===== src/rtl/main_fsm_pkg.sv =====
// Shared definitions for the multicycle RISC-V control FSM: state codes,
// opcode constants and datapath select encodings.
package main_fsm_pkg;

  typedef enum logic [3:0] {
    S_FETCH    = 4'd0,
    S_DECODE   = 4'd1,
    S_MEMADR   = 4'd2,
    S_MEMREAD  = 4'd3,
    S_MEMWB    = 4'd4,
    S_MEMWRITE = 4'd5,
    S_EXECR    = 4'd6,
    S_EXECI    = 4'd7,
    S_ALUWB    = 4'd8,
    S_BRANCH   = 4'd9,
    S_JAL      = 4'd10,
    S_LUI      = 4'd11,
    S_ERROR    = 4'd12
  } state_t;

  localparam logic [6:0] OP_LOAD   = 7'b0000011;
  localparam logic [6:0] OP_STORE  = 7'b0100011;
  localparam logic [6:0] OP_RTYPE  = 7'b0110011;
  localparam logic [6:0] OP_ITYPE  = 7'b0010011;
  localparam logic [6:0] OP_BRANCH = 7'b1100011;
  localparam logic [6:0] OP_JAL    = 7'b1101111;
  localparam logic [6:0] OP_LUI    = 7'b0110111;

  localparam logic [1:0] ALUOP_ADD   = 2'b00;
  localparam logic [1:0] ALUOP_SUB   = 2'b01;
  localparam logic [1:0] ALUOP_FUNCT = 2'b10;

  localparam logic [1:0] RES_ALUOUT    = 2'b00;
  localparam logic [1:0] RES_DATA      = 2'b01;
  localparam logic [1:0] RES_ALURESULT = 2'b10;

  localparam logic [1:0] SRCA_PC    = 2'b00;
  localparam logic [1:0] SRCA_OLDPC = 2'b01;
  localparam logic [1:0] SRCA_RS1   = 2'b10;
  localparam logic [1:0] SRCA_ZERO  = 2'b11;

  localparam logic [1:0] SRCB_RS2  = 2'b00;
  localparam logic [1:0] SRCB_IMM  = 2'b01;
  localparam logic [1:0] SRCB_FOUR = 2'b10;

  localparam logic [2:0] IMM_I = 3'b000;
  localparam logic [2:0] IMM_S = 3'b001;
  localparam logic [2:0] IMM_B = 3'b010;
  localparam logic [2:0] IMM_J = 3'b011;
  localparam logic [2:0] IMM_U = 3'b100;

  // Immediate format for an opcode; unsupported opcodes fall back to I.
  function automatic logic [2:0] imm_src_of(input logic [6:0] op);
    logic [2:0] imm;
    imm = IMM_I;
    case (op)
      OP_STORE:  imm = IMM_S;
      OP_BRANCH: imm = IMM_B;
      OP_JAL:    imm = IMM_J;
      OP_LUI:    imm = IMM_U;
      default:   imm = IMM_I;
    endcase
    return imm;
  endfunction

endpackage


===== src/rtl/main_fsm_branch_cond.sv =====
// Branch condition resolver: picks the taken condition for a branch funct3
// from the ALU compare flags and flags the two funct3 codes with no branch.
module main_fsm_branch_cond
  import main_fsm_pkg::*;
(
  input  logic [2:0] funct3,
  input  logic       zero,
  input  logic       lt,
  input  logic       ltu,
  output logic       taken,
  output logic       bad_f3
);

  // Decode funct3 into a taken decision; 010/011 have no branch meaning.
  always_comb begin
    taken  = 1'b0;
    bad_f3 = 1'b0;
    case (funct3)
      3'b000:  taken = zero;
      3'b001:  taken = ~zero;
      3'b100:  taken = lt;
      3'b101:  taken = ~lt;
      3'b110:  taken = ltu;
      3'b111:  taken = ~ltu;
      default: bad_f3 = 1'b1;
    endcase
  end

endmodule


===== src/rtl/main_fsm.sv =====
// Multicycle RISC-V control FSM: sequences fetch/decode/execute/writeback,
// drives the datapath strobes and mux selects, stalls on mem_ready.
//
// state    | meaning
// FETCH    | read instruction at PC, PC+4 computed, wait for mem_ready
// DECODE   | OldPC+imm into ALUOut (branch/jal target), dispatch on op
// MEMADR   | rs1+imm address for load/store
// MEMREAD  | load access at ALUOut, wait for mem_ready
// MEMWB    | write loaded data to rd
// MEMWRITE | store access at ALUOut, wait for mem_ready
// EXECR    | register-register ALU op
// EXECI    | register-immediate ALU op
// ALUWB    | write ALUOut to rd
// BRANCH   | rs1-rs2 compare, PC <- ALUOut if taken
// JAL      | PC <- ALUOut, compute OldPC+4 for rd
// LUI      | 0+imm into ALUOut
// ERROR    | unsupported instruction, illegal asserted
module main_fsm
  import main_fsm_pkg::*;
#(
  parameter bit ILLEGAL_HALT = 1'b1
) (
  input  logic       clk,
  input  logic       reset,
  input  logic [6:0] op,
  input  logic [2:0] funct3,
  input  logic       zero,
  input  logic       lt,
  input  logic       ltu,
  input  logic       mem_ready,
  output logic       mem_req,
  output logic       MemWrite,
  output logic       IRWrite,
  output logic       PCWrite,
  output logic       RegWrite,
  output logic       AdrSrc,
  output logic [1:0] ResultSrc,
  output logic [1:0] ALUSrcA,
  output logic [1:0] ALUSrcB,
  output logic [1:0] ALUOp,
  output logic [2:0] ImmSrc,
  output logic       illegal
);

  state_t state;
  state_t state_next;
  logic   taken;
  logic   bad_f3;

  main_fsm_branch_cond u_branch_cond (
    .funct3 (funct3),
    .zero   (zero),
    .lt     (lt),
    .ltu    (ltu),
    .taken  (taken),
    .bad_f3 (bad_f3)
  );

  // State register; reset forces FETCH without waiting for a clock.
  always_ff @(posedge clk or negedge reset) begin
    if (!reset) state <= S_FETCH;
    else        state <= state_next;
  end

  // Next-state and Moore outputs; everything is gated off while reset is low
  // so a store in flight drops MemWrite immediately.
  always_comb begin
    state_next = state;
    mem_req    = 1'b0;
    MemWrite   = 1'b0;
    IRWrite    = 1'b0;
    PCWrite    = 1'b0;
    RegWrite   = 1'b0;
    AdrSrc     = 1'b0;
    ResultSrc  = RES_ALUOUT;
    ALUSrcA    = SRCA_PC;
    ALUSrcB    = SRCB_RS2;
    ALUOp      = ALUOP_ADD;
    illegal    = 1'b0;
    case (state)
      S_FETCH: begin
        mem_req   = 1'b1;
        ALUSrcB   = SRCB_FOUR;
        ResultSrc = RES_ALURESULT;
        IRWrite   = mem_ready;
        PCWrite   = mem_ready;
        if (mem_ready) state_next = S_DECODE;
      end
      S_DECODE: begin
        ALUSrcA = SRCA_OLDPC;
        ALUSrcB = SRCB_IMM;
        case (op)
          OP_LOAD, OP_STORE: state_next = S_MEMADR;
          OP_RTYPE:          state_next = S_EXECR;
          OP_ITYPE:          state_next = S_EXECI;
          OP_BRANCH:         state_next = S_BRANCH;
          OP_JAL:            state_next = S_JAL;
          OP_LUI:            state_next = S_LUI;
          default:           state_next = S_ERROR;
        endcase
      end
      S_MEMADR: begin
        ALUSrcA    = SRCA_RS1;
        ALUSrcB    = SRCB_IMM;
        state_next = op[5] ? S_MEMWRITE : S_MEMREAD;
      end
      S_MEMREAD: begin
        mem_req = 1'b1;
        AdrSrc  = 1'b1;
        if (mem_ready) state_next = S_MEMWB;
      end
      S_MEMWB: begin
        ResultSrc  = RES_DATA;
        RegWrite   = 1'b1;
        state_next = S_FETCH;
      end
      S_MEMWRITE: begin
        mem_req  = 1'b1;
        AdrSrc   = 1'b1;
        MemWrite = 1'b1;
        if (mem_ready) state_next = S_FETCH;
      end
      S_EXECR: begin
        ALUSrcA    = SRCA_RS1;
        ALUSrcB    = SRCB_RS2;
        ALUOp      = ALUOP_FUNCT;
        state_next = S_ALUWB;
      end
      S_EXECI: begin
        ALUSrcA    = SRCA_RS1;
        ALUSrcB    = SRCB_IMM;
        ALUOp      = ALUOP_FUNCT;
        state_next = S_ALUWB;
      end
      S_ALUWB: begin
        RegWrite   = 1'b1;
        state_next = S_FETCH;
      end
      S_BRANCH: begin
        ALUSrcA    = SRCA_RS1;
        ALUSrcB    = SRCB_RS2;
        ALUOp      = ALUOP_SUB;
        PCWrite    = taken & ~bad_f3;
        state_next = bad_f3 ? S_ERROR : S_FETCH;
      end
      S_JAL: begin
        ALUSrcA    = SRCA_OLDPC;
        ALUSrcB    = SRCB_FOUR;
        PCWrite    = 1'b1;
        state_next = S_ALUWB;
      end
      S_LUI: begin
        ALUSrcA    = SRCA_ZERO;
        ALUSrcB    = SRCB_IMM;
        state_next = S_ALUWB;
      end
      S_ERROR: begin
        illegal    = 1'b1;
        state_next = ILLEGAL_HALT ? S_ERROR : S_FETCH;
      end
      default: state_next = S_FETCH;
    endcase
    if (!reset) begin
      mem_req   = 1'b0;
      MemWrite  = 1'b0;
      IRWrite   = 1'b0;
      PCWrite   = 1'b0;
      RegWrite  = 1'b0;
      AdrSrc    = 1'b0;
      ResultSrc = RES_ALUOUT;
      ALUSrcA   = SRCA_PC;
      ALUSrcB   = SRCB_RS2;
      ALUOp     = ALUOP_ADD;
      illegal   = 1'b0;
    end
  end

  // Immediate format follows the IR opcode directly, independent of state.
  always_comb begin
    ImmSrc = IMM_I;
    if (reset) ImmSrc = imm_src_of(op);
  end

endmodule


===== config.mk =====
export PLATFORM = sky130hd
export DESIGN_NAME = main_fsm
export DESIGN_NICKNAME = d
export VERILOG_FILES = /design/src/rtl/main_fsm_pkg.sv /design/src/rtl/main_fsm_branch_cond.sv /design/src/rtl/main_fsm.sv
export SDC_FILE = /design/constraint.sdc
export NUM_CORES = 1
export LEC_CHECK = 0
export BUFFER_PORTS_ARGS = -buffer_cell sky130_fd_sc_hd__buf_2
export CAP_MARGIN = 15
export CORE_MARGIN = 2
export CORE_UTILIZATION = 51
export CTS_BUF_LIST = sky130_fd_sc_hd__clkbuf_16
export DETAILED_ROUTE_END_ITERATION = 6
export PLACE_DENSITY = 0.85
export RECOVER_POWER = 100
export SETUP_SLACK_MARGIN = 0.2
export SLEW_MARGIN = 20
export SYNTH_ARGS = -nofsm -noshare
export SYNTH_HDL_FRONTEND = slang
export SYNTH_HIERARCHICAL = 1
export SYNTH_SLANG_ARGS = --single-unit
export TNS_END_PERCENT = 1

===== constraint.sdc =====
create_clock -name clk -period 2.9 [get_ports clk]
set_clock_uncertainty 0.1 [all_clocks]
set_input_delay 0.58 -clock clk [delete_from_list [all_inputs] [get_ports clk]]
set_output_delay 0.58 -clock clk [all_outputs]
set_load 0.03 [all_outputs]

# After elaboration in Yosys (flattened, before gate mapping)
# Index checks and enable logic that the tools add are counted.
[word_totals]
ff_bits = 4
latch_bits = 0
mem_bits_rw = 0
romBits = 0
input_bits = 16
output_inout_bits = 18
elab_cells = 78
n_memories = 0
[op_classes]
add_sub_neg = 0
n_mul = 0
div_mod_pow = 0
order_cmp = 0
eq_ne = 27
shifts = 0
n_mux = 32
bitwise_logic = 4
n_reduce_logical = 14
[op_table]
columns = ["op", "count"]
rows = [
  ["$pmux 4 s8", 1],
  ["$pmux 4 s6", 1],
  ["$eq 7x6->1 const B", 3],
  ["$eq 4x4->1 const B", 5],
  ["$eq 4x3->1 const B", 4],
  ["$mux 4", 4],
  ["$eq 7x7->1 const B", 2],
  ["$mux 1", 13],
  ["$eq 3x3->1 const B", 4],
  ["$pmux 2 s2", 3],
  ["$pmux 3 s4", 1],
  ["$reduce_or 2->1", 6],
  ["$reduce_or 4->1", 3],
  ["$eq 4x2->1 const B", 2],
  ["$mux 2", 4],
  ["$eq 7x2->1 const B", 1],
  ["$eq 7x5->1 const B", 1],
  ["$mux 3", 2],
  ["$ne 2x2->1 const B", 3],
  ["$pmux 1 s6", 1],
  ["$pmux 2 s3", 1],
  ["$reduce_or 6->1", 1],
  ["$eq 4x1->1 const B", 1],
  ["$logic_not 4->1", 1],
  ["7 further kinds", 9],
]

# Logic depth before layout (Yosys ltp)
# Gate-level depths: netlist of the first run.
[depth]
word_depth = 5
mapped_depth = 7

# Cells and area by module
# The synthesis of the first run kept the hierarchy.
[modules_own_cells]
columns = ["module", "n_inst", "cells_each", "area_each_um2"]
rows = [
  ["main_fsm", 1, 104, 749.5],
  ["main_fsm_branch_cond", 1, 6, 46.3],
]

# Worst setup path before layout of the first run
# OpenSTA, ideal clock, no wires.
[synth_timing]
kind = "register to output"
startpoint = "reg state[3]"
endpoint = "out mem_req"
arrival_ps = 1801
t_required_ps = 2220
setup_slack_ps = 419
path_stages_with_launch = 5
n_path_buf = 1
path_cell_list = "dfrtp_1 -> buf_6 -> nand2b_1 -> nor3b_1 -> or2_1"
[synth_between]
elab_chain_cells = 4
[synth_lines]
columns = ["item", "line", "source"]
rows = [
  ["from (decl)", "main_fsm.sv:45", "state_t state;"],
  ["from (signal assigned)", "main_fsm.sv:62", "else state <= state_next;"],
  ["$eq 4x3->1 (tied with other cells)", "main_fsm.sv:80", "case (state)"],
  ["$reduce_or 3->1 (no line) (*)", "--", ""],
  ["$mux 1 (*)", "main_fsm.sv:80", ""],
  ["$mux 1 (*)", "main_fsm.sv:163", "if (!reset) begin"],
  ["to (decl)", "main_fsm.sv:31", "output logic mem_req,"],
]
# Every way passes the cells marked *; elsewhere a longest branch is shown, timed or not.

# Worst setup path after layout of the first run
[layout_timing]
startpoint = "in funct3[1]"
endpoint = "out PCWrite"
[layout_between]
elab_chain_cells = 5
[layout_lines]
columns = ["item", "line", "source"]
rows = [
  ["from (decl)", "main_fsm.sv:26", "input logic [2:0] funct3,"],
  ["$eq 3x3->1 (tied with other cells)", "main_fsm_branch_cond.sv:18", "case (funct3)"],
  ["$pmux 1 s6 (*)", "main_fsm_branch_cond.sv:18", ""],
  ["via taken", "main_fsm.sv:47", "logic taken;"],
  ["$and 1x1->1 (*)", "main_fsm.sv:143", "PCWrite = taken & ~bad_f3;"],
  ["$pmux 1 s3 (*)", "main_fsm.sv:80", ""],
  ["$mux 1 (*)", "main_fsm.sv:163", ""],
  ["to (decl)", "main_fsm.sv:34", "output logic PCWrite,"],
]
# Mark *: on every way through the listed nets, which the timed path passes. The rest lies on a longest branch.

==> results of run 1 <==
area by class of cell:
type,instances,area [um^2]
sequential,4,100
inverter,6,22.5
multi-input combinational,91,581
fill,144,548
clock buffer,3,75.1
tap,16,20.0
timing repair buffer,33,143
power breakdown:
part,leakage (uW),switching [uW],internal (uW)
sequential,0.0000526,81.1,72.6
clock,0.0000370,38.5,176
combinational,0.000282,241,134
stage by stage:
| step | util, % | setup WS [ps] | cells | hold slack, ps | area, um^2 |
|---|---|---|---|---|---|
| global placement | 60.2 | 447 | 150 | 343 | 896 |
| finish | 63.2 | 269 | 153 | 221 | 941 |
| floorplan | - | 419 | 110 | 184 | 796 |
| global route | 63.2 | 126 | 153 | 258 | 941 |
| CTS | 65.2 | 380 | 153 | 115 | 971 |
| detailed placement | 60.2 | 392 | 150 | 349 | 896 |
worst max-delay path by stage:
stage	startpoint	to	slack [ps]	depth (start not counted)
5_1_grt	funct3[1]	PCWrite	130	9
2_1_floorplan	state[3]	mem_req	420	4
3_5_place_dp	funct3[1]	PCWrite	390	9
4_1_cts	funct3[1]	PCWrite	380	9
3_3_place_gp	funct3[1]	PCWrite	450	9
6_report	funct3[1]	PCWrite	270	9
critical path: cells and delay by family:
kind | cells | cell delay, ps
compound gates | 3 | 450
xor+xnor | 1 | 140
simple gates | 2 | 140
buf+inv | 2 | 430
mux | 1 | 220
cells in the mapped netlist, drive strengths merged, types with 3 or more instances:
cell and number:
a21oi 5, and3 3, nand3b 3, xnor2 3, buf 8, nor3 7, nor4 4, inv 6
nor2 11, nand2b 7, dfrtp 4, o21ai 8, nor2b 4, nand2 6
layer usage:
metal / vias up / GRT usage [%] / wire [um] / share of wire, %
met1: 418 / 27.7 / 841 / 40
met4: 0 / 10.9 / 39 / 1.8
met3: 4 / 3.75 / 105 / 4.9
met5: - / 0 / 0 / 0
li1: 453 / - / - / -
met2: 31 / 43.6 / 1140 / 54
cell families (layout without fill, tap and decap cells):
family	after synthesis	in the layout	synth area share, %
AO/OA/AOI/OAI	26	26	22.6
XOR/XNOR	5	5	5.50
buffers and inverters	15	42	13.5
flip-flops	4	4	12.6
multiplexers	1	1	1.26
AND/OR/NAND/NOR	59	59	44.5
==> results.md, run 1 <==
* Largest net degree at the start of global routing at 19
* Hold crit path type: input port to async pin
* Synth top area share at 12.6%
* Pleak at around 0.00037 uW
* Most frequent cells in the layout: clkbuf_1, buf_2, nor2_1, nand2b_1, nor3_1
* Fin. max-slew vios at 0
* Clock sink count at 4
* Worst slew pin tran at 571 ps
* Final setup TNS at 0 ps
* Total power at 743 uW
* Crit path time final at 2630 ps
* Initial antenna violation count at 0
* Number of port buffers at 33
* Core ar. at 1490 um^2
* H-tree levels at 1
* Tot GR Track Use at 24.1%
* CP arrival at 1950 ps
* Hold buffer count at CTS at 0
* Synth warn at 6
* Avg Cell Area, Syn at 7.23 um^2
* Largest cells by area after synthesis: dfrtp_1, buf_6, nor2_1
* Crit start category: input port
* CTS Buffer Depth at 2
* Max FFs per register at 4
* WP data required at 2220 ps
* Sequential area share after synthesis at 12.6%
* Largest regs: state (4)
* Post-DP HPWL at 1590 um
* Worst Setup Path Type: input port to primary output
* DR pass1 iterations at 4
* Cell Pwr Density at 790 nW/um^2
* Drt total wl at 2130 um
* Via count at 906
* Final hold viol count at 0
* Vias in the first global route at 831
* Remaining antenna violation count at 0
* Slowest cell delay on critical path at 330 ps
* Post-Syn Area at 796 um^2
* CTS clk-pin slew, worst paths at around 30 ps
* CTS resizes at 0
* Status: finished clean
* Die X at 43.5 um
* RSZ-0062 raised after global routing: false
* Synth Flop Type: dfrtp_1
* ANT cells at 0
* CTS tree: built
* Die Y at 43.5 um
* MaxCap Viol Count at 0
* Area leader, netlist: dfrtp_1
* Area grow syn2layout at 18.2%
* Max transition margin at 61.9%
* Element type at the critical path end: primary output
* CP cell instances: buf_2 > mux2i_1 > xnor2_1 > a21o_1 > nand4b_1 > o21ai_1 > nor2_1 > a211oi_2 > clkbuf_1
* Rows at 14
* Nets at about 160
* CTS root buf: clkbuf_16
* Seq cells post-synth at 4
* Syn nets at 126
* Number of synthesized flops with an enable pin at 0
* First-pass GRT wire length at 3500 um
* Fmax at approximately 380 MHz
* # setup viols final at 0
* Layout cells sized above 1 at 16.1%
* Worst-skew pair later-pin latency at 220 ps
* Die area at 1890 um^2
* Avg WL per Cell at 13.9 um
* Reg with most FFs: state
* Vias per inst at 5.92
* CTS Buf Count at 3
* Total gr overflow at 0
* Initial DRC count at 24
* Slowest-stage cell, CP: clkbuf_1
* I/O pins at 34
* Worst flop-to-flop path endpoint: state[2]
* Worst Path Max Fanout at 3
* Mapped Cells at 110
* Routability congestion estimate at 0.845
* Initial Utilization at 53.4%
* Maximum vdd drop at 0.000355 V
* Post-route clock period utilization at 90.7%
* Flop2flop setup slack at 1120 ps
* Reg-to-Reg Start: state[1]
* Synth async-reset ratio at 100%
* Commonest non-fill, non-tap cell in the layout: clkbuf_1
* Reg2Reg Depth at 4
* Drc violations at 0
* Post-CTS setup buffers at 0
* Yosys cell types at 46
Power figures use the tool's default switching activity.
==> inputs of run 2 (changes only) <==
- ABC_AREA: unset -> 1
- CORE_UTILIZATION: 51 -> 48
- PLACE_DENSITY: 0.85 -> 0.84
- SLEW_MARGIN: 20 -> 40
==> results.md, run 2 <==
* Combinational Power Share at 55.2% (was 50.4%)
* Synth cell count leaders: nand2_1, nor2_1, inv_1
* Total gr overflow at 0 (unchanged)
* Final Core Density at 68.6% (was 63.2%)
* I/O pins at 34 (unchanged)
* Tot GR Track Use at 25.2% (was 24.1%)
* Sequential area share after synthesis at 15.0% (was 12.6%)
* Rows at 13 (was 14)
* Flop2flop setup slack at 1200 ps (was 1120 ps)
* Reg2Reg Depth at 6 (was 4)
* Switching pwr at 341 uW (was 361 uW)
* Clock share of power at 30.9% (was 28.9%)
* CTS root buf: clkbuf_16 (unchanged)
* Worst slew pin tran at 427 ps (was 571 ps)
* Reg-to-Reg Start: state[2] (was state[1])
* CTS clk-pin slew, worst paths at 30 ps (about the same)
* CTS Buf Count at 3 (unchanged)
* Clock sink count at 4 (unchanged)
* Maximum vdd drop at 0.000523 V (was 0.000355 V)
* Cells after DPL at 176 (was 150)
* Yosys cell types at 22 (was 46)
* Reg with most FFs: state (unchanged)
* Avg WL per Cell at 10.7 um (was 13.9 um)
* ANT cells at 0 (unchanged)
* CTS resizes at 0 (unchanged)
* Drc violations at 0 (unchanged)
* Fin. max-slew vios at 0 (unchanged)
* Avg Cell Area, Syn at 5.17 um^2 (was 7.23 um^2)
* Sw frac at 49.0% (was 48.5%)
* CP arrival at 1890 ps (was 1950 ps)
* Largest regs: state (4) (unchanged)
* Hold crit path type: input port to async pin (unchanged)
* Max transition margin at 71.2% (was 61.9%)
* Core ar. at 1300 um^2 (was 1490 um^2)
* Worst flop-to-flop path endpoint: state[0] (was state[2])
* Post-route insts no fill at 179 (was 153)
* RSZ-0062 raised after global routing: false (unchanged)
* Synth top area share at 19.1% (was 12.6%)
* Element type at the critical path end: primary output (unchanged)
* Xor/xnor cell area share of the yosys netlist at 0% (was 5.50%)
* Post-route clock period utilization at 88.6% (was 90.7%)
* # setup viols final at 0 (unchanged)
* Post-DP HPWL at 1510 um (was 1590 um)
* CP Launch Point: state[2] (was funct3[1])
* Reg power frac at 13.9% (was 20.7%)
* Hold buffer count at CTS at 0 (unchanged)
* Mapped Cells at 129 (was 110)
* Initial Utilization at 51.3% (was 53.4%)
* Largest family of logic cells by synthesized area: simple AND/OR/NAND/NOR gates (unchanged)
* Synth warn at 6 (unchanged)
* Synth async-reset ratio at 100% (unchanged)
* H-tree levels at 1 (unchanged)
* DR pass1 iterations at 4 (unchanged)
* CTS Buffer Depth at 2 (unchanged)
* Status: finished clean (unchanged)
* Internal at 355 uW (was 383 uW)
* Seq cells post-synth at 4 (unchanged)
* Crit start category: flip-flop (was input port)
* Pleak at 0.000488 uW (was 0.000372 uW)
* Via count at 925 (was 906)
* Number of synthesized flops with an enable pin at 0 (unchanged)
* Die Y at 41.3 um (was 43.5 um)
* Post-Synth Simple-Gate Area at 53.3% (was 44.5%)
* Mux share of post-synthesis cell area at 0% (was 1.26%)
* Post-Synth Adder-Cell Area at 0% (unchanged)
* Area leader, netlist: nand2_1 (was dfrtp_1)
* CTS tree: built (unchanged)
* Remaining antenna violation count at 0 (unchanged)
* Largest cells by area after synthesis: nand2_1, dfrtp_1, nor2_1 (was dfrtp_1, buf_6, nor2_1)
* Final setup TNS at 0 ps (unchanged)
* Final hold viol count at 0 (unchanged)
* Cell Pwr Density at 780 nW/um^2 (was 790 nW/um^2)
* Worst Setup Path Type: flip-flop to primary output (was input port to primary output)
* Post-CTS setup buffers at 0 (unchanged)
* Initial DRC count at 12 (was 24)
* Crit path time final at 2570 ps (was 2630 ps)
* Most frequent cells in the layout: nand2_1, nor2_1, inv_1, clkbuf_1, buf_2 (was clkbuf_1, buf_2, nor2_1, nand2b_1, nor3_1)
* Die X at 41.3 um (was 43.5 um)
* Initial antenna violation count at 0 (unchanged)
* Worst setup path endpoint: ALUSrcA[0] (was PCWrite)
* Commonest non-fill, non-tap cell in the layout: nand2_1 (was clkbuf_1)
* Largest net degree at the start of global routing at 15 (was 19)
* Worst-skew pair later-pin latency at 220 ps (about the same)
* Syn nets at 145 (was 126)
* Worst Path Max Fanout at 4 (was 3)
* Post-Syn Area at 667 um^2 (was 796 um^2)
* Post-synthesis compound-gate area fraction at 17.1% (was 22.6%)
* Vias per inst at 5.17 (was 5.92)
* Synth Flop Type: dfrtp_1 (unchanged)
* WP data required at 2220 ps (about the same)
* Drt total wl at 1920 um (was 2130 um)
* Die area at 1700 um^2 (was 1890 um^2)
* Fmax at 389 MHz (was 380 MHz)
* Area grow syn2layout at 33.8% (was 18.2%)
* Top-count cell post-synth: nand2_1 (was nor2_1)
* Number of port buffers at 33 (unchanged)
* Nets at 182 (was 155)
* Layout cells sized above 1 at 18.3% (was 16.1%)
* First-pass GRT wire length at 2820 um (was 3500 um)
* MaxCap Viol Count at 0 (unchanged)
* Max FFs per register at 4 (unchanged)
* Vias in the first global route at 722 (was 831)
* Routability congestion estimate at 0.887 (was 0.845)
==> run 2: logic make-up (layout without fill, tap and decap cells) <==
kind of cell	after synthesis	in the layout
AND/OR/NAND/NOR	80	80
buffers and inverters	26	61
AO/OA/AOI/OAI	19	19
flip-flops	4	4
==> run 2: worst min path at each step <==
| stage | depth (start not counted) | endpoint |
|---|---|---|
| 4_1_cts | 1 | state[1] |
| 6_report | 1 | state[1] |
| 3_3_place_gp | 1 | state[3] |
| 5_1_grt | 1 | state[3] |
| 2_1_floorplan | 0 | state[0] |
| 3_5_place_dp | 1 | state[2] |
==> run 2: power groups by stage <==
stage          Combinational, uW  Sequential [uW]  Clock [uW]
2_1_floorplan                302             96.1           0
3_3_place_gp                 389             98.6           0
3_5_place_dp                 397             98.7           0
4_1_cts                      401             98.3         215
5_1_grt                      423             98.7         221
6_report                     384             96.9         215
==> run 2: cell type report <==
type / instances / area (um^2)
clock buffers: 3 / 75.1
multi-input cells: 99 / 460
inverters: 25 / 93.8
repair buffers: 33 / 144
well taps: 15 / 18.8
fillers: 134 / 409
flip-flops and latches: 4 / 100
==> run 2: worst max-delay path, stage by stage (launching register included) <==
cell and delay (ps):
dfrtp_1 410, nor2_1 310, inv_1 100, nor2_1 230, inv_1 100, a21oi_1 150
clkbuf_1 350
==> run 2: per-stage QoR <==
stage / area [um^2] / total power [uW] / hold slack [ps] / setup WS, ps
2_1_floorplan: 667 / 398 / 184 / 639
3_3_place_gp: 847 / 488 / 294 / 698
3_5_place_dp: 847 / 496 / 297 / 684
4_1_cts: 922 / 714 / 70.3 / 528
5_1_grt: 892 / 742 / 142 / 240
6_report: 892 / 696 / 111 / 330
==> run 2: routing by layer <==
metal,vias up,global-route usage [%],share of wire (%)
li1,482,-,-
met1,399,27.9,44
met2,40,45.7,47
met3,4,7.07,8.0
met4,0,8.06,1.4
met5,-,0,0
==> inputs of run 3 (changes only) <==
--- a/config.mk
+++ b/config.mk
@@ -11,8 +11,8 @@
 export CORE_MARGIN = 2
-export CORE_UTILIZATION = 48
-export CTS_BUF_LIST = sky130_fd_sc_hd__clkbuf_16
+export CORE_UTILIZATION = 50
+export CTS_BUF_LIST = sky130_fd_sc_hd__clkbuf_2 sky130_fd_sc_hd__clkbuf_4 sky130_fd_sc_hd__clkbuf_8
 export DETAILED_ROUTE_END_ITERATION = 6
-export PLACE_DENSITY = 0.84
+export PLACE_DENSITY = 0.87
 export RECOVER_POWER = 100
-export SETUP_SLACK_MARGIN = 0.2
+export SETUP_SLACK_MARGIN = 0.15
 export SLEW_MARGIN = 40
--- a/constraint.sdc
+++ b/constraint.sdc
@@ -4,2 +4,2 @@
 set_output_delay 0.58 -clock clk [all_outputs]
-set_load 0.03 [all_outputs]
+set_load 0.05 [all_outputs]
==> results.md, run 3 (same netlist as run 2, synthesis figures left out) <==
* Status: finished clean (unchanged)
* Total gr overflow at 0 (unchanged)
* Switching pwr at 386 uW (was 341 uW)
* Area grow syn2layout at 26.6% (was 33.8%)
* Min Hold Slack at 106 ps (was 111 ps)
* Post-route insts no fill at 179 (unchanged)
* Top Family by Delay on Critical Path: simple AND/OR/NAND/NOR gates (was buffers and inverters)
* Clock share of power at 10.7% (was 30.9%)
* Final Core Density at 66.6% (was 68.6%)
* Worst slew pin tran at 600 ps (was 427 ps)
* Max transition margin at 60.2% (was 71.2%)
* Die area at 1640 um^2 (was 1700 um^2)
* Drt total wl at 1820 um (was 1920 um)
* Cells after DPL at 176 (unchanged)
* Tot GR Track Use at 21.5% (was 25.2%)
* Vias per inst at 5.08 (was 5.17)
* Nets at 182 (unchanged)
* Initial DRC count at 22 (was 12)
* Internal at 229 uW (was 355 uW)
* Sw frac at 62.8% (was 49.0%)
* Pleak at 0.000480 uW (was 0.000488 uW)
* Clock sink count at 4 (unchanged)
* CTS Buf Count at 3 (unchanged)
* Number of port buffers at 33 (unchanged)
* Slowest-stage cell, CP: clkbuf_1 (was dfrtp_1)
* Post-CTS setup buffers at 0 (unchanged)
* Hold crit path type: input port to async pin (unchanged)
* Initial antenna violation count at 0 (unchanged)
* CTS resizes at 0 (unchanged)
* Vias in the first global route at 724 (was 722)
* Rows at 13 (unchanged)
* I/O pins at 34 (unchanged)
* CP dominant cell by count: nor2_1
* Slowest cell delay on critical path at 480 ps (was 410 ps)
* Worst Setup Path Type: flip-flop to primary output (unchanged)
* First-pass GRT wire length at 2530 um (was 2820 um)
* CTS Buffer Depth at 2 (unchanged)
* Element type at the critical path end: primary output (unchanged)
* Combinational Power Share at 73.5% (was 55.2%)
* Die X at 40.5 um (was 41.3 um)
* Fmax at 386 MHz (was 389 MHz)
* CP cell instances: nor2_1 > inv_1 > nor2_1 > nor2_1 > nor2_1 > clkbuf_1 (was nor2_1 > inv_1 > nor2_1 > inv_1 > a21oi_1 > clkbuf_1)
* Post-route clock period utilization at 89.2% (was 88.6%)
* DR pass1 iterations at 5 (was 4)
* # setup viols final at 0 (unchanged)
* Max FFs per register at 4 (unchanged)
* CTS tree: built (unchanged)
* Die Y at 40.5 um (was 41.3 um)
* Cell Pwr Density at 728 nW/um^2 (was 780 nW/um^2)
* Worst-skew pair later-pin latency at 230 ps (was 220 ps)
* Initial Utilization at 52.6% (was 51.3%)
* Largest net degree at the start of global routing at 15 (unchanged)
* Post-DP HPWL at 1510 um (about the same)
* CTS root buf: clkbuf_4 (was clkbuf_16)
* H-tree levels at 1 (unchanged)
* Crit start category: flip-flop (unchanged)
* Largest regs: state (4) (unchanged)
* Maximum vdd drop at 0.000430 V (was 0.000523 V)
* Final setup TNS at 0 ps (unchanged)
* Via count at 909 (was 925)
* Crit path time final at 2590 ps (was 2570 ps)
* Commonest non-fill, non-tap cell in the layout: nand2_1 (unchanged)
* Reg with most FFs: state (unchanged)
* Reg power frac at 15.8% (was 13.9%)
* WP buf/inv at 2 (was 3)
* MaxCap Viol Count at 0 (unchanged)
* CP arrival at 1910 ps (was 1890 ps)
* Fin. max-slew vios at 0 (unchanged)
* Remaining antenna violation count at 0 (unchanged)
* Routability congestion estimate at 0.821 (was 0.887)
* Layout cells sized above 1 at 20.7% (was 18.3%)
* Core ar. at 1270 um^2 (was 1300 um^2)
* Flop2flop setup slack at 1280 ps (was 1200 ps)
* Most frequent cells in the layout: nand2_1, nor2_1, inv_1, buf_2, clkbuf_1 (was nand2_1, nor2_1, inv_1, clkbuf_1, buf_2)
* Drc violations at 0 (unchanged)
* ANT cells at 0 (unchanged)
* WP data required at 2220 ps (about the same)
* RSZ-0062 raised after global routing: false (unchanged)
* Worst Path Max Fanout at 4 (unchanged)
* Hold buffer count at CTS at 0 (unchanged)
* CTS clk-pin slew, worst paths at 40 ps (was 30 ps)
* Final hold viol count at 0 (unchanged)
* Avg WL per Cell at 10.2 um (was 10.7 um)
[run 3: through the flow]
stage               worst slack (ps)  cell area, um^2  power (uW)
finish                           312              845         615
global route                     233              845         655
CTS                              547              870         630
detailed placement               575              847         563
global placement                 664              847         551
floorplan                        217              667         463
[run 3: metal layers]
layer  vias up  part of all wire, %  GRT usage (%)
li1        475                    -              -
met1       393                   42           24.8
met2        37                   50           42.1
met3         4                  6.5           2.22
met4         0                  1.2           3.33
met5         -                    0              0
[run 3: worst paths after layout]
check | depth (start not counted) | end | start
max | 6 | ALUSrcB[1] | state[2]
min reg2reg | 3 | state[2] | state[3]
min | 1 | state[3] | reset
max in group asynchronous | 1 | state[0] | reset
max reg2reg | 6 | state[0] | state[2]
min in group clk | 3 | state[2] | state[3]
[run 3: area by class of cell]
cell class	instances	area, um^2
timing repair buffer	33	149
fill	125	424
sequential	4	100
multi-input combinational	99	460
tap	15	18.8
inverter	25	93.8
clock buffer	3	22.5
[run 3: power by group through the flow]
stage,logic (uW),clock network (uW),registers [uW]
2_1_floorplan,367,0,96.1
3_3_place_gp,453,0,98.0
3_5_place_dp,464,0,99.2
4_1_cts,464,67.6,98.4
5_1_grt,483,72.3,99.6
6_report,452,66.1,96.9
